`src/rtl/program_loader_if.sv`:
```
// Byte-stream input and program-memory write bus of the boot loader.
// The slave side is the loader, the master side is the byte source / memory.
interface program_loader_if #(
  parameter int ADDR_WIDTH = 12
);
  logic [7:0]            byte_in;
  logic                  byte_valid;
  logic                  byte_ready;
  logic                  pm_write_en;
  logic [ADDR_WIDTH-1:0] pm_write_addr;
  logic [31:0]           pm_write_data;

  modport master (
    output byte_in, byte_valid,
    input  byte_ready, pm_write_en, pm_write_addr, pm_write_data
  );

  modport slave (
    input  byte_in, byte_valid,
    output byte_ready, pm_write_en, pm_write_addr, pm_write_data
  );
endinterface

```
`src/rtl/program_loader.sv`:
```
// Boot loader: takes a length-prefixed little-endian byte image, writes 32-bit
// words into program memory and holds the CPU in reset until the image is complete.
module program_loader #(
  parameter int ADDR_WIDTH     = 12,
  parameter int MAX_WORDS      = 1024,
  parameter int TIMEOUT_CYCLES = 65535
) (
  input  logic                clk_70_mhz,
  input  logic                rst_n,
  input  logic                start,
  program_loader_if.slave     bus,
  output logic                cpu_rst_n,
  output logic                busy,
  output logic                done,
  output logic                error,
  output logic [15:0]         words_loaded
);

  localparam int TW = (TIMEOUT_CYCLES < 2) ? 1 : $clog2(TIMEOUT_CYCLES + 1);

  typedef enum logic [2:0] {
    IDLE, LEN_LO, LEN_HI, DATA, DONE, ERR
  } state_t;

  state_t                state_q, state_d;
  logic [15:0]           count_q, count_d;
  logic [1:0]            byte_idx_q, byte_idx_d;
  logic [23:0]           asm_q, asm_d;
  logic [15:0]           words_q, words_d;
  logic [TW-1:0]         tmo_q, tmo_d;
  logic                  wr_en_q, wr_en_d;
  logic [ADDR_WIDTH-1:0] wr_addr_q, wr_addr_d;
  logic [31:0]           wr_data_q, wr_data_d;

  logic loading;
  logic accept;
  logic [15:0] count_full;

  assign loading    = (state_q == LEN_LO) || (state_q == LEN_HI) || (state_q == DATA);
  assign accept     = loading && bus.byte_valid;
  assign count_full = {bus.byte_in, count_q[7:0]};

  always_ff @(posedge clk_70_mhz or negedge rst_n) begin
    if (!rst_n) begin
      state_q    <= IDLE;
      count_q    <= '0;
      byte_idx_q <= '0;
      asm_q      <= '0;
      words_q    <= '0;
      tmo_q      <= '0;
      wr_en_q    <= 1'b0;
      wr_addr_q  <= '0;
      wr_data_q  <= '0;
    end else begin
      state_q    <= state_d;
      count_q    <= count_d;
      byte_idx_q <= byte_idx_d;
      asm_q      <= asm_d;
      words_q    <= words_d;
      tmo_q      <= tmo_d;
      wr_en_q    <= wr_en_d;
      wr_addr_q  <= wr_addr_d;
      wr_data_q  <= wr_data_d;
    end
  end

  always_comb begin
    state_d    = state_q;
    count_d    = count_q;
    byte_idx_d = byte_idx_q;
    asm_d      = asm_q;
    words_d    = words_q;
    tmo_d      = tmo_q;
    wr_en_d    = 1'b0;
    wr_addr_d  = wr_addr_q;
    wr_data_d  = wr_data_q;

    case (state_q)
      IDLE, DONE, ERR: begin
        if (start) begin
          state_d    = LEN_LO;
          words_d    = '0;
          byte_idx_d = '0;
          tmo_d      = '0;
        end
      end
      LEN_LO: begin
        if (accept) begin
          count_d[7:0] = bus.byte_in;
          state_d      = LEN_HI;
        end
      end
      LEN_HI: begin
        if (accept) begin
          count_d[15:8] = bus.byte_in;
          if (count_full == 16'd0)
            state_d = DONE;
          else if ({1'b0, count_full} > 17'(MAX_WORDS))
            state_d = ERR;
          else
            state_d = DATA;
        end
      end
      DATA: begin
        if (accept) begin
          byte_idx_d = byte_idx_q + 2'd1;
          case (byte_idx_q)
            2'd0: asm_d[7:0]   = bus.byte_in;
            2'd1: asm_d[15:8]  = bus.byte_in;
            2'd2: asm_d[23:16] = bus.byte_in;
            default: begin
              wr_en_d   = 1'b1;
              wr_data_d = {bus.byte_in, asm_q};
              wr_addr_d = {words_q[ADDR_WIDTH-3:0], 2'b00};
              words_d   = words_q + 16'd1;
              if (words_q + 16'd1 == count_q)
                state_d = DONE;
            end
          endcase
        end
      end
      default: state_d = IDLE;
    endcase

    // Idle-gap watchdog; a partial word is simply abandoned in the assembly register.
    if (loading) begin
      if (accept) begin
        tmo_d = '0;
      end else begin
        tmo_d = tmo_q + 1'b1;
        if (TIMEOUT_CYCLES != 0 && tmo_q == TW'(TIMEOUT_CYCLES - 1))
          state_d = ERR;
      end
    end
  end

  assign bus.byte_ready    = loading;
  assign bus.pm_write_en   = wr_en_q;
  assign bus.pm_write_addr = wr_addr_q;
  assign bus.pm_write_data = wr_data_q;
  assign busy              = loading;
  assign done              = (state_q == DONE);
  assign error             = (state_q == ERR);
  assign cpu_rst_n         = (state_q == DONE);
  assign words_loaded      = words_q;

endmodule

```
`src/flat_wrapper.sv`:
```
// flat-port wrapper written by rule: the top's interface ports become plain ports
module program_loader_flat 
#(
  parameter int ADDR_WIDTH     = 12,
  parameter int MAX_WORDS      = 1024,
  parameter int TIMEOUT_CYCLES = 65535
)
  (clk_70_mhz, rst_n, start, cpu_rst_n, busy, done, error, words_loaded, bus_byte_in, bus_byte_valid, bus_byte_ready, bus_pm_write_en, bus_pm_write_addr, bus_pm_write_data);
  program_loader_if #(.ADDR_WIDTH(ADDR_WIDTH)) bus_i ();
  input  logic clk_70_mhz;
  input  logic rst_n;
  input  logic start;
  output logic cpu_rst_n;
  output logic busy;
  output logic done;
  output logic error;
  output logic [15:0] words_loaded;
  input wire logic [$bits(bus_i.byte_in)-1:0] bus_byte_in;
  input wire logic [$bits(bus_i.byte_valid)-1:0] bus_byte_valid;
  output wire logic [$bits(bus_i.byte_ready)-1:0] bus_byte_ready;
  output wire logic [$bits(bus_i.pm_write_en)-1:0] bus_pm_write_en;
  output wire logic [$bits(bus_i.pm_write_addr)-1:0] bus_pm_write_addr;
  output wire logic [$bits(bus_i.pm_write_data)-1:0] bus_pm_write_data;
  assign bus_i.byte_in = bus_byte_in;
  assign bus_i.byte_valid = bus_byte_valid;
  assign bus_byte_ready = bus_i.byte_ready;
  assign bus_pm_write_en = bus_i.pm_write_en;
  assign bus_pm_write_addr = bus_i.pm_write_addr;
  assign bus_pm_write_data = bus_i.pm_write_data;
  program_loader #(.ADDR_WIDTH(ADDR_WIDTH), .MAX_WORDS(MAX_WORDS), .TIMEOUT_CYCLES(TIMEOUT_CYCLES)) u_core (.clk_70_mhz(clk_70_mhz), .rst_n(rst_n), .start(start), .bus(bus_i), .cpu_rst_n(cpu_rst_n), .busy(busy), .done(done), .error(error), .words_loaded(words_loaded));
endmodule
```
`config.mk`:
```
export PLATFORM = sky130hd
export DESIGN_NAME = program_loader_flat
export DESIGN_NICKNAME = d
export VERILOG_FILES = /design/src/rtl/program_loader_if.sv /design/src/rtl/program_loader.sv /design/src/flat_wrapper.sv
export SDC_FILE = /design/constraint.sdc
export NUM_CORES = 1
export LEC_CHECK = 0
export CAP_MARGIN = 20
export CORE_MARGIN = 3
export CORE_UTILIZATION = 41
export DETAILED_ROUTE_END_ITERATION = 8
export GPL_ROUTABILITY_DRIVEN = 0
export PLACE_DENSITY = 0.62
export SLEW_MARGIN = 20
export SYNTH_ARGS = -nofsm -noshare
export SYNTH_HDL_FRONTEND = slang
export SYNTH_SLANG_ARGS = --single-unit
```
`constraint.sdc`:
```
create_clock -name clk_70_mhz -period 2.7 [get_ports clk_70_mhz]
set_input_delay 0.54 -clock clk_70_mhz [delete_from_list [all_inputs] [get_ports clk_70_mhz]]
set_output_delay 0.54 -clock clk_70_mhz [all_outputs]
set_load 0.02 [all_outputs]
```
* Word-level counts from Yosys, hierarchy flattened
Cells that the tools add are included.
** Storage, ports and cells
- Flip-flop bits (word level) :: 120
- Input bits :: 12
- Output and inout bits :: 66
- Logic and storage cells :: 74
** Operators by class
- $add $sub $neg :: 3
- Order comparisons :: 1
- Eq/ne operators :: 12
- Multiplexer cells :: 25
- Bitwise logic cells :: 1
- Reductions and logical operators :: 20
** Operator list (count)
- 16-bit two-way mux :: 6
- 3-bit two-way mux :: 11
- 16-bit by 1-bit adder with 16-bit output (second input constant) :: 2
- 16-bit one-hot mux with 2 select lines :: 1
- 16-bit equality test :: 1
- 16-bit equality test (second input constant) :: 1
- 16-bit by 11-bit > comparator with 1-bit output (second input constant) :: 1
- 16-bit logical NOT :: 1
- 3-bit AND reduction :: 5
- 3-bit one-hot mux with 4 select lines :: 1
- 3-bit by 2-bit equality test with 1-bit output (second input constant) :: 2
- 3-bit equality test (second input constant) :: 2
- 2-bit AND reduction :: 3
- 2-bit nonzero test :: 3
- 3-bit OR reduction :: 2
- 2-bit two-way mux :: 2
- 2-bit != test (second input constant) :: 2
- 2-bit one-hot mux with 2 select lines :: 1
- 4-bit AND reduction :: 1
- 3-bit by 1-bit equality test with 1-bit output (second input constant) :: 1
- 3-bit logical NOT :: 1
- 1-bit two-way mux :: 3
- 2-bit by 1-bit adder with 2-bit output (second input constant) :: 1
- 2-bit by 1-bit equality test with 1-bit output (second input constant) :: 1
- 6 further kinds :: 7

* Longest topological paths before layout
Gate-level depths: netlist of run 1.
- Word-level depth :: 9
- Depth in mapped cells :: 8

* Least setup slack after synthesis of run 1
OpenSTA, ideal clock, no wires.
- Path type :: register to register
- Start :: reg u_core.words_q[1], in the netlist u_core.words_loaded[1]
- End :: reg u_core.state_q[0]
- Setup time :: 129 ps
- Arrival time :: 2697 ps
- Data required time :: 2571 ps
- Slack :: -126 ps
- Cell stages (with the launch flop) :: 8
- Buffers on the path :: 0
- Clock period less this slack :: 2826 ps
- Cell sequence :: dfrtp_1 -> ha_1 -> nand4_1 -> nor4_4 -> xnor2_1 -> or4_4 -> or4_4 -> a2111o_1
** Between the ends
- Word-level cells in the longest chain between the ends :: 9
** Ends and longest elaborated chain
- from (decl) :: RTL line program_loader.sv:29 : logic [15:0] words_q, words_d;
- from (signal assigned) :: RTL line program_loader.sv:59 : words_q <= words_d;
- 16-bit by 1-bit adder with 16-bit output * :: RTL line program_loader.sv:116 : if (words_q + 16'd1 == count_q)
- 16-bit equality test * :: RTL line program_loader.sv:116
- 3-bit two-way mux * :: RTL line program_loader.sv:116
- 3-bit two-way mux * :: RTL line program_loader.sv:107 : case (byte_idx_q)
- 3-bit two-way mux * :: RTL line program_loader.sv:105 : if (accept) begin
- 3-bit one-hot mux with 4 select lines * :: RTL line program_loader.sv:78 : case (state_q)
- 3-bit two-way mux :: RTL line program_loader.sv:131 : if (TIMEOUT_CYCLES != 0 && tmo_q == TW'(TIMEOUT_CYCLES - 1))
- 3-bit two-way mux :: RTL line program_loader.sv:127 : if (accept) begin
- 3-bit two-way mux * :: RTL line program_loader.sv:126 : if (loading) begin
- named net u_core.state_d[0] :: RTL line program_loader.sv:25 : state_t state_q, state_d;
- to (signal assigned) :: RTL line program_loader.sv:55 : state_q <= state_d;
- to (decl) :: RTL line program_loader.sv:25
The timed path passes the listed nets; every way through them passes the cells marked *.
A chain may end at the register's enable or synchronous reset.

* Worst setup path after layout of run 1
- Start :: reg u_core.words_q[6], in the netlist u_core.words_loaded[6]
- End :: reg u_core.state_q[0]
The elaborated chain is that of the path after synthesis.

==> results.py, run 1 <==
metrics = {
    "logic_synthesis": {
        "ys_top_cells_by_count": "nand2_1 (152), dfrtp_1 (120), o21ai_0 (56)",
        "synth_cell_types": 51,
        "synth_most_common_cell": "nand2_1",
        "ys_seq_area_frac": 0.526,
        "syn_area_um2": 5710,
        "synth_cells": 593,
        "ys_warn_count": 0,
        "yosys-top-cells-area": "dfrtp_1 (53%), nand2_1 (10%), mux2_2 (7.5%), o21ai_0 (4.9%), xnor2_1 (2.0%)",
        "yosysTopAreaCellShare": 0.526,
        "synth.largest_area_cell": "dfrtp_1",
        "synthArstFlopShare": 1.00,
        "synth_edf_count": 0,
        "yosys_most_used_dff": "dfrtp_1",
        "synth-seq-cells": 120,
        "avgSynthCellArea_um2": 9.63,
    },
    "flow_run": {
        "drv_cap": 0,
    },
    "layout": {
        "fin_util": 0.567,
        "final_nets": 736,
        "instances_no_fill": 905,
        "drive_gt1_frac": 0.203,
        "antenna_cells": 0,
        "syn2layout_area_growth_pct": 33.6,
        "final_area_um2": 7630,
    },
    "detailed_routing": {
        "dr.pass1.iters": 4,
        "dr.first_iter.drc_count": 293,
        "wl_per_cell_um": 16.7,
        "routed-via-count": 4820,
        "final_antenna_net_count": 0,
        "drt-total-wl_um": 15100,
        "vias_per_cell": 5.33,
        "drc": 0,
    },
    "global_routing": {
        "antenna_found_initial": 0,
        "grt_max_degree": 49,
        "grt_pass1_wl_um": 24600,
        "grt_overflow": 0,
        "first_global_vias": 4765,
        "grt.total_usage": 0.207,
    },
    "timing": {
        "fin_ws_ns": 0.0261,
        "grt_setup_unrepaired": "true",
        "whs_ns": 0.158,
        "max_slew_margin": 0.483,
        "clock_skew_ns": 0.00748,
        "slew_violations": 0,
        "tightest_slew_ns": 0.773,
        "hold_violations": 0,
        "setup_viol": 0,
        "max_freq_ghz": 0.374,
        "fin_tns_setup_ns": 0,
        "finalCritPeriodShare": 0.990,
        "min_period_ns": 2.67,
    },
    "floorplanning": {
        "io_pins": 78,
        "die_w_um": 124,
        "core_um2": 13500,
        "start_util": 0.424,
        "die_y_um": 124,
        "rows": 42,
        "die_area_um2": 15400,
    },
    "clock_tree": {
        "ctsHoldBuffers": 0,
        "numCtsBuffers": 17,
        "root_buffer": "clkbuf_16",
        "cts_buffer_depth": 2,
        "clk_pin_slew_ns": 0.06,
        "cts_sinks": 120,
        "htree_levels": 4,
        "clock_latency_ns": 0.41,
        "cts_tree": "yes",
    },
    "hold_path": {
        "hold_class": "in -> async",
    },
    "worst_setup_path": {
        "critPathMaxFanout": 5,
        "cp_data_arrival_time_ns": 2.95,
        "end_kind": "flop",
        "startpoint_type": "flop",
        "critPathKind": "reg -> reg",
        "worstPathRequired_ns": 2.98,
    },
    "pwr": {
        "peakVddDrop_v": 0.000481,
        "finalPower_mw": 6.15,
        "power_density_nw_per_um2": 806,
        "p_leak_nw": 3.54,
    },
    "outcome": {
        "status": "complete, no violations",
    },
    "placement": {
        "dp_slack_ns": -0.434,
        "io_buffers": 75,
        "dp_hpwl_um": 10500,
        "placed_cells": 872,
        "place_area_um2": 7000,
    },
}
## logic make-up after synthesis
logic type               share of synthesized area
other                                     0.000657
buffers and inverters                       0.0333
AND/OR/NAND/NOR                              0.208
adder cells (fa/ha/maj)                     0.0153
XOR/XNOR                                    0.0353
multiplexers                                0.0820
AO/OA/AOI/OAI                               0.0993
flip-flops                                   0.526
## state kept, by name (all words and copies together), names as in the netlist, 2 cells and up
register,flops
u_core.asm_q,24
u_core.bus.pm_write_addr,10
u_core.bus.pm_write_data,32
u_core.byte_idx_q,2
u_core.count_q,16
u_core.state_q,3
u_core.tmo_q,16
u_core.words_loaded,16
## power breakdown
part           switching (mW)  internal (mW)  total (mW)  leakage [nW]
registers               0.275           2.16        2.43          1.60
clock network           0.845           1.29        2.14         0.265
logic                   0.820          0.764        1.58          1.67
total                    1.94           4.21        6.15          3.54
## final timing paths
path / startpoint / endpoint / slack, ns / cells past startpoint
min reg2reg: u_core.asm_q[18]$_DFFE_PN0P_ / u_core.bus.pm_write_data[18]$_DFFE_PN0P_ / 0.47 / 2
max: u_core.words_loaded[6]$_DFFE_PN0P_ / u_core.state_q[0]$_DFF_PN0_ / 0.03 / 7
min in group clk_70_mhz: u_core.asm_q[18]$_DFFE_PN0P_ / u_core.bus.pm_write_data[18]$_DFFE_PN0P_ / 0.47 / 2
max reg2reg: u_core.words_loaded[6]$_DFFE_PN0P_ / u_core.state_q[0]$_DFF_PN0_ / 0.03 / 7
max in group asynchronous: rst_n / u_core.asm_q[15]$_DFFE_PN0P_ / 1.72 / 2
min: rst_n / u_core.bus.pm_write_addr[5]$_DFFE_PN0P_ / 0.16 / 1
## layout by cell type, fill, tap and decap left out, types with 16 or more instances in the layout
cell type,count
mux2_2,38
dfrtp_1,115
nand3_1,20
nand2_1,151
clkdlybuf4s50_1,74
inv_1,16
buf_4,55
clkbuf_16,17
o21ai_0,56
nor2_1,26
## final cells by class
cell class              instances  area [µm²]
repair buffers                133        1220
multi-input cells             429        2560
inverters                      16        60.1
clock inverters                13         123
flip-flops and latches        120        3010
fillers                      1213        5820
well taps                     176         220
clock buffers                  18         439
## layer usage
| metal | vias up | global-route usage | wire length [µm] |
|---|---|---|---|
| met5 | - | 0 | 0 |
| li1 | 2283 | - | - |
| met2 | 135 | 0.322 | 6990 |
| met3 | 25 | 0.0445 | 731 |
| met4 | 0 | 0.0760 | 305 |
| met1 | 2377 | 0.286 | 7090 |
## critical path: stages, from the launching register on
cell and delay (ns):
dfrtp_1 0.42, buf_4 0.17, nand4_1 0.19, nor3_1 0.35
mux2i_1 0.29, o221ai_2 0.16, or4_4 0.57, a2111o_1 0.39
## repair_timing
action                                  in CTS  in global routing
endpoints found under the setup margin       1                  1
pin swaps                                    7                  5
resized for setup                            5                  7
gates cloned                                 0                  0
buffers inserted                             1                  1
No activity file was read; power rests on OpenSTA's default activity.
==> inputs of run 2 (changes only) <==
Settings changed: CAP_MARGIN 20 to 5.
==> results of run 2 <==
The final DEF is identical to that of run 1; final timing and power are the same.
==> edit 1, RTL diff (flow settings as in run 2) <==
`TIMEOUT_CYCLES` is set to 65535 in 2 places; all go to 32767.
--- a/src/rtl/program_loader.sv
+++ b/src/rtl/program_loader.sv
@@ -3,7 +3,7 @@
 module program_loader #(
   parameter int ADDR_WIDTH     = 12,
   parameter int MAX_WORDS      = 1024,
-  parameter int TIMEOUT_CYCLES = 65535
+  parameter int TIMEOUT_CYCLES = 32767
 ) (
   input  logic                clk_70_mhz,
   input  logic                rst_n,
--- a/src/flat_wrapper.sv
+++ b/src/flat_wrapper.sv
@@ -3,7 +3,7 @@
 #(
   parameter int ADDR_WIDTH     = 12,
   parameter int MAX_WORDS      = 1024,
-  parameter int TIMEOUT_CYCLES = 65535
+  parameter int TIMEOUT_CYCLES = 32767
 )
   (clk_70_mhz, rst_n, start, cpu_rst_n, busy, done, error, words_loaded, bus_byte_in, bus_byte_valid, bus_byte_ready, bus_pm_write_en, bus_pm_write_addr, bus_pm_write_data);
   program_loader_if #(.ADDR_WIDTH(ADDR_WIDTH)) bus_i ();
Function: same outputs for any inputs over 10 cycles, from zero or initial values and one cycle with rst_n low; that may be too few to reach the edited logic, so the function may still have changed.
==> edit 1 against run 2 <==
Routed wire length shrank 4.0%. Combinational power is 13% higher. Cell area is 3.5% lower. Non-clock buffer count decreased by 29. Power increased by 6.5%. Synthesized area rose by 0.28%. Sequential power grew 5%. Setup slack gained 0.088 ns. Via count shrank 3.9%. Fmax is 3.4% higher. Sequential share of layout area up 0.99 points. Clock skew shrank 0.0014 ns. Sequential cell count down 1. Highest routed layer unchanged.
==> edit 1: results (changes against run 2) <==
[cts]
cts_setup_buffers = 0  ; -1
clock_path_buffers = 2  ; unchanged
cts_resized = 0  ; -5
cts_buffers = 17  ; unchanged

[worst_setup_path]
cp-startpoint = u_core.state_q[0]
endpoint = cpu_rst_n
reg2reg_slack_ns = 0.40  ; +0.37 ns
r2r-start = u_core.words_loaded[2]
reg2reg_depth = 6  ; -1
crit_path_max_fanout = 9  ; +4

[logic_synthesis]
synthAdderAreaFrac_pct = 1.53  ; -0.0044 points
yosys.area_share.xor_xnor_pct = 2.91  ; -0.62 points
seq_area_frac_synth_pct = 52.0  ; -0.59 points
synth-compound-area-share_pct = 9.79  ; -0.14 points
post_synth_main_area_contributors = dfrtp_1 52%, nand2_1 10%, mux2_2 7.9%, o21ai_0 5.1%, xnor2_1 2.0%
synth_common_cells = 158 x nand2_1, 119 x dfrtp_1, 58 x o21ai_0, 40 x mux2_2, 27 x nor2_1
synthArstFlopShare_pct = 100  ; unchanged
synthMuxAreaShare_pct = 8.04  ; -0.15 points
synth_cell_types = 58  ; +14%
synthCells = 583  ; -1.7%

[detailed_routing]
routed_wirelength_um = 14500  ; -4.0%
dr.first_iter.drc_count = 245  ; -16%
wl_met3_um = 796  ; +8.9%
via_per_inst = 5.37  ; +0.82%
wl_met1_um = 6650  ; -6.2%
wl_met2_um = 6790  ; -2.9%
vias = 4634  ; -3.9%

[outcome]
status = completed

[global_route]
grt_pass1_wl_um = 24100  ; -1.9%
use_met2_pct = 31.5  ; -0.69 points
grt_pass1_vias = 4711  ; -1.1%
grt_max_degree = 42  ; -14%
met1_usage_pct = 27.5  ; -1.1 points
antenna_found_initial = 0  ; unchanged
grt_usage_pct = 20.4  ; -0.29 points
met3_usage_pct = 5.77  ; +1.3 points

[min_path]
holdCritPathClass = in2async

[pwr]
net-switching-power_mw = 2.01  ; +3.5%
p_seq_share_pct = 38.9  ; -0.6 points
power_density_mw_per_mm2 = 890  ; +10%
pg_comb_mw = 1.78  ; +13%
p_leak_nw = 3.39  ; -4.2%
vdd.ir_drop.worst_mv = 0.512  ; +6.6%

[sta]
timing.final.ws_setup_ns = 0.114  ; +0.0878 ns
fin_skew_ns = 0.00607  ; -0.00141 ns
hold_slack_ns = 0.0960  ; -0.0623 ns
slew-limit-headroom_pct = 65.0  ; +17 points

[placement]
dp_cells = 833  ; -4.5%
dpl.hpwl_um = 10000  ; -4.4%
placed_area_mm2 = 0.00679  ; -3.1%

[layout]
fin_nets = 695  ; -5.6%
insertedDiodeCount = 0  ; unchanged
largest_reg_flops = 32  ; unchanged
fill_cells = 1202  ; -0.91%
drive_gt1_share_pct = 16.9  ; -3.4 points

edit 1: cell count changes in the layout (fill, tap and decap cells not counted), sizes merged, moves of 4 or more:
cell and delta:
and3 -5, nor4b +4, nand2 +7, nor4 -4, nand3 -8, nand4 -4, buf -29, inv -10
or3 +4, xor2 -4
edit 1: area by class of cell:
class / count / area, um^2 / area share (%)
Inverter: 9 / 33.8 / 0.459
Timing Repair Buffer: 104 / 1000 / 13.6
Clock buffer: 20 / 447 / 6.06
Tap cell: 176 / 220 / 2.99
Multi-Input combinational cell: 425 / 2550 / 34.7
Sequential cell: 119 / 2980 / 40.4
Clock inverter: 10 / 130 / 1.77
edit 1: critical path, cell delays in order, from the launching register on:
cell and delay (ns):
dfrtp_1 0.47, nor2_1 0.32, and2_1 0.23, clkdlybuf4s50_1 0.61
==> edit 2, RTL diff (flow settings as in run 2) <==
Made on the original files. `wr_addr_q` no longer has a reset.
--- a/src/rtl/program_loader.sv
+++ b/src/rtl/program_loader.sv
@@ -49,7 +49,6 @@
       words_q    <= '0;
       tmo_q      <= '0;
       wr_en_q    <= 1'b0;
-      wr_addr_q  <= '0;
       wr_data_q  <= '0;
     end else begin
       state_q    <= state_d;
@@ -59,9 +58,12 @@
       words_q    <= words_d;
       tmo_q      <= tmo_d;
       wr_en_q    <= wr_en_d;
-      wr_addr_q  <= wr_addr_d;
       wr_data_q  <= wr_data_d;
     end
+  end
+
+  always_ff @(posedge clk_70_mhz) begin
+    wr_addr_q <= wr_addr_d;
   end
 
   always_comb begin
Behaviour: no difference found for any inputs over 10 cycles, from zero or initial values and one cycle with rst_n low; that may be too few to reach the edited logic, so the function may still have changed.
==> edit 2 against run 2 <==
Power grew 2.1%. First-iteration DRC count is 24% higher. Synthesized area decreased by 0.44%. Register-to-register slack improved by 0.33 ns. Combinational power is 7% lower. Cell area shrank 3.9%. Non-clock buffer count fell by 32. Synthesized cell count is 5.1% lower. Setup slack improved by 0.074 ns. Routed wire length down 7.2%. Sequential cell count unchanged. Critical path type is now reg2out.
==> edit 2: results (changes against run 2) <==
[pwr]
p_leak_nw = 3.31  ; -6.6%
seq-power_mw = 2.53  ; +4%
power_clock_mw = 2.29  ; +7%

[detailed_routing]
wl_met2_um = 6540  ; -6.5%
wl_met1_um = 6470  ; -8.7%

[sta]
fin_skew_ns = 0.00921  ; +0.00173 ns
tightest_slew_ns = 1.02  ; +0.250 ns
fin_crit_sh_pct = 96.3  ; -2.7 points

[logic_synthesis]
synthAdderAreaFrac_pct = 1.54  ; +0.0068 points
synthMuxAreaShare_pct = 7.70  ; -0.49 points
synth_cell_types = 64  ; +25%
synth_common_cells = 133 x nand2_1, 110 x dfrtp_1, 56 x o21ai_0, 38 x mux2_2, 29 x nor2_1
post_synth_main_area_contributors = dfrtp_1 48%, nand2_1 8.8%, mux2_2 7.5%, edfxtp_1 5.3%, o21ai_0 4.9%
syn_area_per_cell_um2 = 10.1  ; +4.9%

[global_route]
met1_usage_pct = 26.0  ; -2.6 points
grt_pass1_vias = 4417  ; -7.3%

[placement]
dpl.hpwl_um = 9460  ; -9.7%
dp_slack_ns = 0.0732  ; +0.507 ns
placed_area_mm2 = 0.00673  ; -3.9%

[outcome]
status = completed

[cts]
cts_setup_buffers = 0  ; -1
cts_resized = 0  ; -5

[layout]
fill_cells = 1157  ; -4.6%

[worst_setup_path]
cp_top_family = buffers and inverters
cp_data_arrival_time_ns = 2.06  ; -0.89 ns

==> edit 2: worst paths after layout <==
kind,end,startpoint,cells after the start
max,bus_byte_ready,u_core.state_q[1],3
min,u_core.words_loaded[14],rst_n,1
max reg2reg,u_core.state_q[0],u_core.words_loaded[1],7
min reg2reg,u_core.bus.pm_write_data[14],u_core.asm_q[14],2
max in group asynchronous,u_core.bus.pm_write_data[1],rst_n,2
min in group clk_70_mhz,u_core.bus.pm_write_data[14],u_core.asm_q[14],2
==> edit 2: logic make-up after synthesis <==
logic type,after synthesis
xor gates and xnor gates,25
muxes,39
DFF,120
buffers and inverters,47
and+or+nand+nor,234
AOI/OAI and AO/OA,90
adders and majority gates,7
other,1
==> edit 2: layout make-up <==
class                      instances  area [um^2]  share of cell area [%]
multi-input combinational        397         2450                    33.4
timing repair buffer             101          956                    13.0
clock buffer                      21          483                    6.58
sequential                       120         3050                    41.6
clock inverter                    10          116                    1.59
inverter                          16         60.1                   0.819
tap                              176          220                    3.00
